`config.mk`:
```
export PLATFORM = sky130hd
export DESIGN_NAME = x2p_apb_master
export DESIGN_NICKNAME = d
export VERILOG_FILES = /design/src/rtl/x2p_pkg.sv /design/src/rtl/apb_timeout_cnt.sv /design/src/rtl/x2p_apb_master.sv
export SDC_FILE = /design/constraint.sdc
export NUM_CORES = 1
export LEC_CHECK = 0
export CAP_MARGIN = 20
export CORE_ASPECT_RATIO = 0.6
export CORE_UTILIZATION = 41
export DETAILED_ROUTE_END_ITERATION = 10
export HOLD_SLACK_MARGIN = 0.02
export PLACE_DENSITY = 0.8
export REMOVE_ABC_BUFFERS = 1
export SYNTH_ARGS = -nofsm -noshare
export SYNTH_HDL_FRONTEND = slang
export SYNTH_SLANG_ARGS = --single-unit
```
`constraint.sdc`:
```
create_clock -name clk -period 3.8 [get_ports clk]
set_clock_uncertainty 0.2 [all_clocks]
set_input_delay 0.38 -clock clk [delete_from_list [all_inputs] [get_ports clk]]
set_output_delay 0.38 -clock clk [all_outputs]
set_load 0.03 [all_outputs]
```
`src/rtl/x2p_pkg.sv`:
```
// -----------------------------------------------------------------------------
// x2p_pkg
//   Shared definitions for the X2P bridge APB master:
//   - x2p_state_e : FSM state encoding (IDLE/SETUP/ACCESS/RESP)
//   - field offsets of the packed command and response words
//   - x2p_cmd_t / x2p_rsp_t : packed command/response layouts at the default
//     16-bit address / 32-bit data widths
//   - helper functions that compute offsets and counter widths for
//     non-default parameterisations
// -----------------------------------------------------------------------------
package x2p_pkg;

  // Default bus widths used by the packed struct layouts below.
  localparam int X2P_ADDR_W = 16;
  localparam int X2P_DATA_W = 32;

  typedef enum logic [1:0] {
    ST_IDLE   = 2'd0,
    ST_SETUP  = 2'd1,
    ST_ACCESS = 2'd2,
    ST_RESP   = 2'd3
  } x2p_state_e;

  // Command word: {write, addr, wdata}
  localparam int CMD_WDATA_LSB = 0;
  localparam int CMD_ADDR_LSB  = X2P_DATA_W;
  localparam int CMD_WRITE_BIT = X2P_DATA_W + X2P_ADDR_W;

  // Response word: {slverr, rdata}
  localparam int RSP_RDATA_LSB  = 0;
  localparam int RSP_SLVERR_BIT = X2P_DATA_W;

  typedef struct packed {
    logic                  write;
    logic [X2P_ADDR_W-1:0] addr;
    logic [X2P_DATA_W-1:0] wdata;
  } x2p_cmd_t;

  typedef struct packed {
    logic                  slverr;
    logic [X2P_DATA_W-1:0] rdata;
  } x2p_rsp_t;

  // Offsets for an arbitrary parameterisation of the same layout.
  function automatic int cmd_write_bit(input int aw, input int dw);
    return aw + dw;
  endfunction

  function automatic int cmd_addr_lsb(input int dw);
    return dw;
  endfunction

  function automatic int rsp_slverr_bit(input int dw);
    return dw;
  endfunction

  // Width of the wait-state counter. A disabled timeout (0) still gets a
  // one-bit counter so the port list stays identical.
  function automatic int tmo_cnt_w(input int timeout);
    return (timeout > 0) ? $clog2(timeout + 1) : 1;
  endfunction

endpackage

```
`src/rtl/apb_timeout_cnt.sv`:
```
// -----------------------------------------------------------------------------
// apb_timeout_cnt
//   Wait-state counter for one APB ACCESS phase.
//   Ports:
//     clk, rst  : clock, asynchronous active-high reset
//     clr       : zero the counter (asserted the cycle before ACCESS starts)
//     inc       : count one ACCESS cycle in which the slave was not ready
//     expire    : high while the counter sits at TIMEOUT-1, i.e. the current
//                 not-ready ACCESS cycle is the last one allowed; constant 0
//                 when TIMEOUT = 0
// -----------------------------------------------------------------------------
module apb_timeout_cnt
  import x2p_pkg::*;
#(
  parameter int TIMEOUT = 16
) (
  input  logic clk,
  input  logic rst,
  input  logic clr,
  input  logic inc,
  output logic expire
);

  localparam int CW = tmo_cnt_w(TIMEOUT);

  logic [CW-1:0] cnt;

  // NOTE: sequential state is assigned with <= only, so every flop samples
  // the pre-edge values regardless of statement order in the block.
  always_ff @(posedge clk or posedge rst) begin
    if (rst) begin
      cnt <= '0;
    end else if (clr) begin
      cnt <= '0;
    end else if (inc) begin
      // With the timeout disabled this free-runs and wraps; expire ignores it.
      cnt <= cnt + CW'(1);
    end
  end

  assign expire = (TIMEOUT != 0) && (cnt == CW'(TIMEOUT - 1));

endmodule

```
`src/rtl/x2p_apb_master.sv`:
```
// -----------------------------------------------------------------------------
// x2p_apb_master
//   Pops packed commands from the bridge command FIFO, runs one APB
//   SETUP/ACCESS transfer per command and pushes one packed response per
//   command into the response FIFO. A wait-state timeout ends any ACCESS
//   phase that lasts TIMEOUT cycles without PREADY.
//   Ports:
//     clk, rst            : clock, asynchronous active-high reset
//     cmd_empty, cmd_data : command FIFO read side (head is combinational)
//     cmd_rd              : command FIFO pop (combinational)
//     rsp_full            : response FIFO full flag
//     rsp_wr, rsp_data    : response FIFO push (combinational) and data
//     psel, penable, pwrite, paddr, pwdata : APB requester outputs
//     pready, pslverr, prdata              : APB completer inputs
//     busy                : FSM away from IDLE
//     timeout_err         : one-cycle pulse when a transfer timed out
// -----------------------------------------------------------------------------
module x2p_apb_master
  import x2p_pkg::*;
#(
  parameter int ADDR_WIDTH = 16,
  parameter int DATA_WIDTH = 32,
  parameter int TIMEOUT    = 16
) (
  input  logic                           clk,
  input  logic                           rst,
  input  logic                           cmd_empty,
  input  logic [ADDR_WIDTH+DATA_WIDTH:0] cmd_data,
  output logic                           cmd_rd,
  input  logic                           rsp_full,
  output logic                           rsp_wr,
  output logic [DATA_WIDTH:0]            rsp_data,
  output logic                           psel,
  output logic                           penable,
  output logic                           pwrite,
  output logic [ADDR_WIDTH-1:0]          paddr,
  output logic [DATA_WIDTH-1:0]          pwdata,
  input  logic                           pready,
  input  logic                           pslverr,
  input  logic [DATA_WIDTH-1:0]          prdata,
  output logic                           busy,
  output logic                           timeout_err
);

  localparam int WR_BIT   = cmd_write_bit(ADDR_WIDTH, DATA_WIDTH);
  localparam int ADDR_LSB = cmd_addr_lsb(DATA_WIDTH);

  localparam logic [1:0] IDLE   = ST_IDLE;
  localparam logic [1:0] SETUP  = ST_SETUP;
  localparam logic [1:0] ACCESS = ST_ACCESS;
  localparam logic [1:0] RESP   = ST_RESP;

  logic [1:0] state;
  logic       tmo_clr;
  logic       tmo_inc;
  logic       tmo_expire;

  // FIFO handshakes are combinational so a pop/push lands on the same edge
  // that moves the FSM. Gating with rst keeps both low while reset is held,
  // even if the command FIFO is non-empty at that moment.
  assign cmd_rd = (state == IDLE) & ~cmd_empty & ~rst;
  assign rsp_wr = (state == RESP) & ~rsp_full  & ~rst;

  // Clearing during SETUP means the counter reads 0 on the first ACCESS cycle.
  assign tmo_clr = (state == SETUP);
  assign tmo_inc = (state == ACCESS) & ~pready;

  apb_timeout_cnt #(
    .TIMEOUT (TIMEOUT)
  ) u_tmo (
    .clk    (clk),
    .rst    (rst),
    .clr    (tmo_clr),
    .inc    (tmo_inc),
    .expire (tmo_expire)
  );

  // All APB outputs are registered and computed one cycle ahead, so they
  // change only on the edge that enters the state they belong to.
  always_ff @(posedge clk or posedge rst) begin
    if (rst) begin
      state       <= IDLE;
      psel        <= 1'b0;
      penable     <= 1'b0;
      pwrite      <= 1'b0;
      paddr       <= '0;
      pwdata      <= '0;
      rsp_data    <= '0;
      busy        <= 1'b0;
      timeout_err <= 1'b0;
    end else begin
      timeout_err <= 1'b0;

      case (state)
        IDLE: begin
          if (!cmd_empty) begin
            pwrite  <= cmd_data[WR_BIT];
            paddr   <= cmd_data[ADDR_LSB +: ADDR_WIDTH];
            pwdata  <= cmd_data[DATA_WIDTH-1:0];
            psel    <= 1'b1;
            penable <= 1'b0;
            busy    <= 1'b1;
            state   <= SETUP;
          end
        end

        SETUP: begin
          penable <= 1'b1;
          state   <= ACCESS;
        end

        ACCESS: begin
          // pready is tested first so a completion in the final allowed
          // cycle is reported as a normal response, not a timeout.
          if (pready) begin
            rsp_data <= {pslverr, pwrite ? {DATA_WIDTH{1'b0}} : prdata};
            psel     <= 1'b0;
            penable  <= 1'b0;
            state    <= RESP;
          end else if (tmo_expire) begin
            rsp_data    <= {1'b1, {DATA_WIDTH{1'b0}}};
            timeout_err <= 1'b1;
            psel        <= 1'b0;
            penable     <= 1'b0;
            state       <= RESP;
          end
        end

        RESP: begin
          // Hold the response until the FIFO accepts it; it is never dropped.
          if (!rsp_full) begin
            busy  <= 1'b0;
            state <= IDLE;
          end
        end

        default: begin
          state <= IDLE;
        end
      endcase
    end
  end

endmodule

```
==> flow_summary.toml <==
[cts]
clockBufferDepth = 2
cts_buffers = 9
postCtsSetupBuffers = 0
hold_buffers = 0
h-tree-depth = 3
clock-sinks = 93
path_clk_slew_ns = 0.06
clk_latency_ns = 0.33
cts_resized = 0
cts_tree = "built"
cts_root_buf = "clkbuf_16"

[global_route]
grt_max_degree = 53
antenna_found_initial = 0
grt_usage = 0.1920
grt_overflow = 0
grt_first_pass_wirelength_um = 14390
grt_pass1_vias = 2947

[logic_synthesis]
ys_ff_latch = 93
synth-main-ff-cell = "dfrtp_1"
mappedNetlistArea_um2 = 3787
synthArstFlopShare = 1.000
yosys_warnings = 0
avgSynthCellArea_um2 = 12.18
yosys.cell_types.count = 32
synth_edf_count = 0
synthesis.instances = 311
yosysMostFrequentCell = "dfrtp_1"
synth_area_leader_cell = "dfrtp_1"
synth_top_cell_area_share = 0.6145
synth_common_cells = "dfrtp_1, nand2_1, mux2_2, o21ai_0, o21ai_1"
synth_area_leaders = "dfrtp_1, mux2_2, nand2_1, o21ai_0, ha_1"
seq_area_frac_synth = 0.6145

[sta]
final_hold_viol_count = 0
rsz0062_at_grt = "no"
finalMaxSlewViolations = 0
setup_viol = 0
worst_pin_slew_ns = 0.8203
slew_headroom = 0.4511
fin_crit_ns = 2.588
setup_tns_ns = 0
fmaxAchievable_ghz = 0.3864
fin_crit_sh = 0.6810

[outcome]
status = "finished clean"

[worst_setup_path]
crit_required_ns = 3.22
worstPathArrival_ns = 2.01
critical_path.endpoint = "cmd_rd"
cp-end-kind = "output pin"
reg2reg_depth = 6
crit_path_max_fanout = 5
crit_start = "state[0]"
rr_endpoint = "rsp_data[12]"
crit_type = "reg -> out"
ff2ff_setup_slack_ns = 1.24
cp-start-kind = "register"
r2r-start = "u_tmo.cnt[0]"

[power]
power.internal_uw = 3236
sw_frac_of_total = 0.4017
clkPwrFrac = 0.165
peakVddDrop_mv = 0.5782
combPwrFrac = 0.518
power_per_cell_area_nw_per_um2 = 916.3
pwr-share-seq = 0.317
leakage_uw = 0.002513
switching_power_uw = 2173

[routing]
ant_nets = 0
dr.pass1.iters = 4
routedWlPerCell_um = 14.45
dr_total_vias = 2848
drt-initial-drc-count = 156
routed_wl_um = 8684
via_per_inst = 4.739
route.detailed.drc = 0

[final_layout]
fin_nets = 578
insertedDiodeCount = 0
syn2layout_area_growth_pct = 55.86
final_core_util = 0.6771
drive_above_1_share = 0.1472
fillers = 621

[placed_design]
dp_hpwl_um = 6380
place.gp.congestion = 0.8299
port_buffers = 174

[floorplanning]
placementRows = 26
start_util = 0.4344
die_x_um = 126.1
die_height_um = 76.45
coreArea_um2 = 8718
die_area_um2 = 9639
ioPinCount = 175

[worst_hold_path]
hp-class = "reg -> reg"

[run]
max-cap-violations = 0
-- layout by cell type (no fill, tap or decap), types with 2 or more instances in the layout --
master / instances
a21oi_1: 3
buf_4: 4
clkbuf_16: 9
clkdlybuf4s50_1: 174
clkinv_2: 2
clkinvlp_4: 2
dfrtp_1: 93
ha_1: 7
inv_1: 4
mux2_1: 4
mux2_2: 46
nand2_1: 72
nor2_1: 8
o21ai_0: 21
o21ai_1: 14
o2bb2ai_1: 2
-- kinds of logic (layout without fill, tap and decap cells) --
family | Yosys count | after routing | share of synthesized area
adder cells (fa/ha/maj) | 7 | 7 | 0.02312
multiplexers | 51 | 51 | 0.1513
AND/OR/NAND/NOR | 91 | 91 | 0.09977
flip-flops | 93 | 93 | 0.6145
buffers and inverters | 22 | 200 | 0.03964
AO/OA/AOI/OAI | 45 | 45 | 0.06706
XOR/XNOR | 2 | 2 | 0.004626
-- flip-flops by register name, indices dropped and copies added (netlist names) --
name	count
pwrite	1
penable	1
rsp_data	33
busy	1
psel	1
paddr	16
state	2
u_tmo.cnt	5
pwdata	32
timeout_err	1
-- metrics by stage --
stage	setup WS, ns	instance area, µm²	power, µW	hold slack (ns)	std cells
final	1.212	5903	5409	0.2781	601
after global routing	1.035	5903	5709	0.3040	601
after CTS	1.191	5903	5463	0.2847	601
after detailed placement	1.263	5602	4549	0.2709	585
after global placement	1.354	5602	4481	0.2629	585
after floorplan	0.7997	3656	3318	0.3073	294
-- cell type report --
cell class	instances	area, µm²	area share
clock inverter	5	58.81	0.009962
multi-input combinational	196	1323	0.2240
timing repair buffer	179	1792	0.3035
inverter	5	20.02	0.003391
clock buffer	11	242.7	0.04112
tap	112	140.1	0.02374
sequential	93	2327	0.3942
-- worst max-delay path, stage by stage, from the launching register on --
cell             delay (ns)
dfrtp_1                0.41
inv_1                  0.13
ha_1                   0.30
nand2b_2               0.09
nor2_1                 0.08
clkdlybuf4s50_1        0.67
-- worst min path at each step --
stage / to / cells past startpoint / startpoint / slack [ns]
4_1_cts: rsp_data[6] / 2 / rsp_data[6] / 0.28
3_5_place_dp: rsp_data[6] / 2 / rsp_data[6] / 0.27
2_1_floorplan: rsp_data[13] / 2 / prdata[13] / 0.31
5_1_grt: rsp_data[16] / 2 / rsp_data[16] / 0.30
3_3_place_gp: rsp_data[8] / 2 / rsp_data[8] / 0.26
6_report: rsp_data[6] / 2 / rsp_data[6] / 0.28
-- power by group through the flow --
stage	Clock [µW]	Combinational [µW]	Sequential [µW]
final	892	2800	1720
after global routing	962	2970	1780
after CTS	916	2830	1720
after detailed placement	0	2820	1730
after global placement	0	2770	1710
after floorplan	0	718	2600
-- per-layer routing --
| layer | track usage | up-vias | wire length, µm |
|---|---|---|---|
| met2 | 0.2873 | 125 | 3791 |
| met5 | 0 | - | 0 |
| met3 | 0.07935 | 8 | 834 |
| met1 | 0.2547 | 1337 | 3970 |
| met4 | 0.05663 | 0 | 87 |
| li1 | - | 1378 | - |
No activity file was read; power rests on OpenSTA's default activity.
